===== src/rtl/stream_sync_fifo_if.sv =====
// Valid/ready stream bundle: the producing side uses master, the consuming side uses slave.
interface stream_sync_fifo_if #(
  parameter int DATA_WIDTH = 32
);
  logic [DATA_WIDTH-1:0] data;
  logic                  valid;
  logic                  ready;

  modport master (output data, output valid, input ready);
  modport slave  (input data, input valid, output ready);
endinterface


===== src/rtl/stream_sync_fifo.sv =====
// Single-clock valid/ready FIFO with arbitrary depth, optional output register,
// occupancy count, registered almost-full/almost-empty flags and synchronous flush.
module stream_sync_fifo #(
  parameter int DATA_WIDTH = 32,
  parameter int DEPTH      = 64,
  parameter int OUT_REG    = 0,
  parameter int AF_THRESH  = DEPTH - 4,
  parameter int AE_THRESH  = 4
) (
  input  logic                       clk,
  input  logic                       rst_n,
  input  logic                       flush,
  stream_sync_fifo_if.slave          s,
  stream_sync_fifo_if.master         m,
  output logic [$clog2(DEPTH+1)-1:0] count,
  output logic                       almost_full,
  output logic                       almost_empty
);
  localparam int CW = $clog2(DEPTH + 1);
  localparam int PW = $clog2(DEPTH);

  logic [DATA_WIDTH-1:0] mem [DEPTH];
  logic [PW-1:0]         wr_ptr;
  logic [PW-1:0]         rd_ptr;
  logic                  s_ready_q;
  logic                  out_valid;
  logic [DATA_WIDTH-1:0] out_data;
  logic                  m_valid_int;
  logic                  push;
  logic                  pop;
  logic                  wr_en;
  logic                  rd_en;
  logic                  direct_load;
  logic                  out_valid_next;
  logic [CW-1:0]         store_cnt;
  logic [CW-1:0]         next_count;

  function automatic logic [PW-1:0] ptr_inc(input logic [PW-1:0] p);
    return (p == PW'(DEPTH - 1)) ? '0 : p + PW'(1);
  endfunction

  assign m_valid_int = (OUT_REG != 0) ? out_valid : (count != '0);
  assign push        = s.valid && s_ready_q;
  assign pop         = m_valid_int && m.ready;
  assign s.ready     = s_ready_q;
  assign m.valid     = m_valid_int;
  assign m.data      = (OUT_REG != 0) ? out_data : mem[rd_ptr];

  // With the output register, count covers storage plus the register; the register
  // refills from storage first and only takes s_data directly when storage is empty.
  always_comb begin
    wr_en          = push;
    rd_en          = pop;
    direct_load    = 1'b0;
    out_valid_next = out_valid;
    store_cnt      = count;
    if (OUT_REG != 0) begin
      store_cnt = count - CW'(out_valid);
      if (!out_valid || pop) begin
        rd_en          = (store_cnt != '0);
        direct_load    = !rd_en && push;
        out_valid_next = rd_en || direct_load;
      end else begin
        rd_en = 1'b0;
      end
      wr_en = push && !direct_load;
    end
    next_count = count + CW'(push) - CW'(pop);
  end

  always_ff @(posedge clk) begin
    if (!rst_n) begin
      wr_ptr       <= '0;
      rd_ptr       <= '0;
      count        <= '0;
      s_ready_q    <= 1'b0;
      out_valid    <= 1'b0;
      almost_full  <= 1'b0;
      almost_empty <= 1'b1;
    end else if (flush) begin
      wr_ptr       <= '0;
      rd_ptr       <= '0;
      count        <= '0;
      s_ready_q    <= 1'b1;
      out_valid    <= 1'b0;
      almost_full  <= (AF_THRESH <= 0);
      almost_empty <= (AE_THRESH >= 0);
    end else begin
      if (wr_en) wr_ptr <= ptr_inc(wr_ptr);
      if (rd_en) rd_ptr <= ptr_inc(rd_ptr);
      count        <= next_count;
      s_ready_q    <= (next_count < CW'(DEPTH));
      out_valid    <= out_valid_next;
      almost_full  <= (int'(next_count) >= AF_THRESH);
      almost_empty <= (int'(next_count) <= AE_THRESH);
    end
  end

  // Payload storage carries no reset; stale words are never presented because
  // pointers, count and the output valid bit are all cleared.
  always_ff @(posedge clk) begin
    if (wr_en) mem[wr_ptr] <= s.data;
    if (OUT_REG != 0) begin
      if (rd_en)            out_data <= mem[rd_ptr];
      else if (direct_load) out_data <= s.data;
    end
  end
endmodule


===== src/flat_wrapper.sv =====
// flat-port wrapper written by rule: the top's interface ports become plain ports
module stream_sync_fifo_flat 
#(
  parameter int DATA_WIDTH = 32,
  parameter int DEPTH      = 64,
  parameter int OUT_REG    = 0,
  parameter int AF_THRESH  = DEPTH - 4,
  parameter int AE_THRESH  = 4
)
  (clk, rst_n, flush, count, almost_full, almost_empty, s_data, s_valid, s_ready, m_data, m_valid, m_ready);
  stream_sync_fifo_if #(.DATA_WIDTH(DATA_WIDTH)) s_i ();
  stream_sync_fifo_if #(.DATA_WIDTH(DATA_WIDTH)) m_i ();
  input  logic clk;
  input  logic rst_n;
  input  logic flush;
  output logic [$clog2(DEPTH+1)-1:0] count;
  output logic almost_full;
  output logic almost_empty;
  input wire logic [$bits(s_i.data)-1:0] s_data;
  input wire logic [$bits(s_i.valid)-1:0] s_valid;
  output wire logic [$bits(s_i.ready)-1:0] s_ready;
  output wire logic [$bits(m_i.data)-1:0] m_data;
  output wire logic [$bits(m_i.valid)-1:0] m_valid;
  input wire logic [$bits(m_i.ready)-1:0] m_ready;
  assign s_i.data = s_data;
  assign s_i.valid = s_valid;
  assign s_ready = s_i.ready;
  assign m_data = m_i.data;
  assign m_valid = m_i.valid;
  assign m_i.ready = m_ready;
  stream_sync_fifo #(.DATA_WIDTH(DATA_WIDTH), .DEPTH(DEPTH), .OUT_REG(OUT_REG), .AF_THRESH(AF_THRESH), .AE_THRESH(AE_THRESH)) u_core (.clk(clk), .rst_n(rst_n), .flush(flush), .s(s_i), .m(m_i), .count(count), .almost_full(almost_full), .almost_empty(almost_empty));
endmodule

===== config.mk =====
export PLATFORM = sky130hd
export DESIGN_NAME = stream_sync_fifo_flat
export DESIGN_NICKNAME = d
export VERILOG_FILES = /design/src/rtl/stream_sync_fifo_if.sv /design/src/rtl/stream_sync_fifo.sv /design/src/flat_wrapper.sv
export SDC_FILE = /design/constraint.sdc
export NUM_CORES = 2
export LEC_CHECK = 0
export BUFFER_PORTS_ARGS = -buffer_cell sky130_fd_sc_hd__buf_2
export CAP_MARGIN = 20
export CORE_ASPECT_RATIO = 0.9
export CORE_MARGIN = 2
export CORE_UTILIZATION = 57
export CTS_CLUSTER_SIZE = 20
export DETAILED_ROUTE_END_ITERATION = 7
export PLACE_DENSITY_LB_ADDON = 0.08
export SLEW_MARGIN = 20
export SYNTH_ARGS = -nofsm -noshare
export SYNTH_HDL_FRONTEND = slang
export SYNTH_SLANG_ARGS = --single-unit

===== constraint.sdc =====
create_clock -name clk -period 3.75 [get_ports clk]
set_input_delay 0.75 -clock clk [delete_from_list [all_inputs] [get_ports clk]]
set_output_delay 0.75 -clock clk [all_outputs]
set_load 0.1 [all_outputs]

==> impl_metrics.toml <==
[routing]
wl_per_cell_um = 34.9
routed_via_density = 6.75
wirelength_um = 209000
ant_nets = 0
via_count = 40300
drtPass1Iterations = 6
route.detailed.drc = 0
drt_iter0_drc = 5199

[finish]
final_layout_size_suffix_gt1_share_pct = 36.9
fin_cells = 5978
nNetsFinal = 4035
diodes = 0
area_delta_synth_final_pct = 19.5
finalInstanceArea_sq_um = 94700
fill_cells = 8303

[logic_synthesis]
async_reset_ff_share_pct = 0
synth_edf_count = 2048
ys_seq_area_share_pct = 78.3
synthFlopType = "edfxtp_1"
syn_nets = 3552
syn_area_sq_um = 79200
yosysWarnings = 0
syn_area_per_cell_sq_um = 22.6
synth_cell_type_count = 54
synth_seq_cells = 2076
syn_inst = 3503

[die]
die_area_sq_um = 142000
io_pins = 80
rows = 129
die_h_um = 358
die_w_um = 397
core-area_sq_um = 138000
initial_core_util_pct = 57.5

[cts]
cts_tree = "built"
ctsHoldBuffers = 0
clock-root-buffer = "clkbuf_16"
cts_made_buffers = 196
path_clk_slew_ns = 0.06
h-tree-depth = 4
numClockSinks = 2076
clk_latency_ns = 0.84
clockBufferDepth = 3

[place]
placed_cell_area_sq_um = 85100
dpl.cell_count = 5510
hpwl_um = 115000
gp_congestion = 0.817
port-buffer-count = 79

[setup_path]
r2r_slack_ns = 0.62
worstReg2RegEnd = "u_core.almost_full"
start_kind = "flip-flop"
worst-path-max-fanout = 8
critPathRequiredTime_ns = 3.00
rr_worst_depth = 14
cp-end-kind = "output pin"
cp.arrival_ns = 3.32
worstSetupPathType = "reg -> out"
rr_startpoint = "u_core.count[2]"

[global_routing]
grt_pass1_vias = 40600
antenna_found_initial = 5
grt_usage_pct = 29.7
grt_overflow_total = 0
grt_max_degree = 65
grt_pass1_wl_um = 295000

[timing]
worst_pin_slew_ns = 1.07
fmax_ghz = 0.246
fin_crit_sh_pct = 108
clock_skew_ns = 0.0339
slew_headroom_pct = 28.4
rsz0062_at_grt = "true"
maxSlewViolCount = 0
hold_ws_ns = 0.180
worst_slack_ns = -0.317
hold_violations = 0
finalSetupViolations = 32
period_minus_slack_ns = 4.07

[status]
violations = "setup timing"
status = "finished with violations"

[hold_path]
worstHoldPathCells = 2
hold_path_end = "u_core.s.ready"
worstHoldStart = "rst_n"
hold_class = "in -> reg"

[pwr]
power_density_nw_per_um2 = 553
irDropWorstVdd_v = 0.000494
leakage_uw = 0.0291
power_uw = 52300

[run]
max_cap_violations = 0
## sequential cells by signal, summed over array words and instances, names as in the netlist, named ones only
name	flops
u_core.almost_empty	1
u_core.almost_full	1
u_core.count	7
u_core.mem	2048
u_core.rd_ptr	6
u_core.s.ready	1
u_core.wr_ptr	6
## logic make-up after synthesis
family | after synthesis | synth area share, %
flip-flops | 2076 | 78.3
multiplexers | 611 | 15.6
AO/OA/AOI/OAI | 313 | 2.81
AND/OR/NAND/NOR | 271 | 1.60
buffers and inverters | 207 | 1.30
XOR/XNOR | 13 | 0.144
adder cells (fa/ha/maj) | 12 | 0.199
## layout make-up
type                            instances  area, sq um  area share (%)
Tap cell                             1834         2290            2.42
Clock inverter                        101          673           0.711
Clock buffer                          255         5210            5.50
Sequential cell                      2076        62100            65.6
Multi-Input combinational cell       1220        18200            19.2
Inverter                               13         48.8          0.0515
Timing Repair Buffer                  479         6140            6.48
## worst max-delay path, stage by stage, from the launching register on
cell     delay (ns)
dfxtp_4        0.37
buf_12         0.16
buf_16         0.19
buf_12         0.14
buf_4          0.12
mux4_2         0.48
mux2i_1        0.19
o22ai_1        0.26
a211o_1        0.40
buf_12         0.18
## synthesized netlist by cell type (all sizes together), types with 11 or more instances
cell | instances | area share, %
nand2b | 11 | 0.087
mux2i | 96 | 1.2
mux4 | 498 | 14
inv | 13 | 0.062
a21oi | 72 | 0.45
o221ai | 34 | 0.38
nand2 | 53 | 0.25
buf | 114 | 0.85
a221oi | 55 | 0.61
ha | 11 | 0.17
nor3 | 13 | 0.082
a22o | 33 | 0.36
mux2 | 17 | 0.24
o22ai | 34 | 0.27
edfxtp | 2048 | 78
dfxtp | 28 | 0.71
a21o | 11 | 0.10
nor2 | 113 | 0.54
clkbuf | 80 | 0.38
o21ai | 33 | 0.21
nand3 | 27 | 0.17
nor2b | 14 | 0.11
## where the power goes
part           leakage [uW]  internal (uW)  total, uW  switching, uW
sequential           0.0186          25600      25700           58.0
combinational       0.00762           3960       8300           4340
clock               0.00288          10200      18400           8200
## layer usage
layer | vias to the layer above | track usage [%] | share of wire (%)
li1 | 16000 | - | -
met1 | 21600 | 43.4 | 40
met2 | 2387 | 46.2 | 48
met3 | 344 | 5.82 | 9.8
met4 | 0 | 9.38 | 3.1
met5 | - | 0 | 0
## how the worst max path moves through the flow
stage,end,from,slack (ns)
floorplan,u_core.mem[47][0],u_core.s.ready,-0.09
global placement,m_data[13],flip-flop,0.18
detailed placement,m_data[13],flip-flop,0.16
CTS,m_data[28],flip-flop,-0.38
global route,m_data[22],flip-flop,-0.36
finish,m_data[9],flip-flop,-0.32
## what timing repair did
item	4_1_cts	5_1_grt
setup endpoints to repair	32	32
gates cloned	23	7
setup buffers	54	38
gates resized for setup	264	155
pin swaps	35	44
## stage by stage
stage | utilization [%] | worst slack, ns | setup TNS, ns
after detailed placement | 61.8 | 0.156 | 0
after CTS | 67.9 | -0.381 | -9.74
final | 68.8 | -0.317 | -7.18
after floorplan | - | -0.0918 | -49.90
after global routing | 68.8 | -0.355 | -9.39
after global placement | 61.8 | 0.177 | 0
## cells in the final DEF, fill, tap and decap left out, drive strengths merged, types with 8 or more instances in the layout
cell    netlist  final
nor2        113    113
nand3        27     27
a21oi        72     72
a21o         11     11
o221ai       34     34
a221oi       55     55
clkinv        0     85
o22ai        34     34
nor3         13     13
mux2         17     17
mux2i        96     96
nand2b       11     11
buf         114    470
nor2b        14     14
mux4        498    498
a22o         33     33
nand2        53     53
a31oi         8      8
clkbuf       80    262
inv          13     22
dfxtp        28     28
edfxtp     2048   2048
xor2          8      8
ha           11     11
o21ai        33     33
Note: power is estimated with default switching activity, not from simulation.
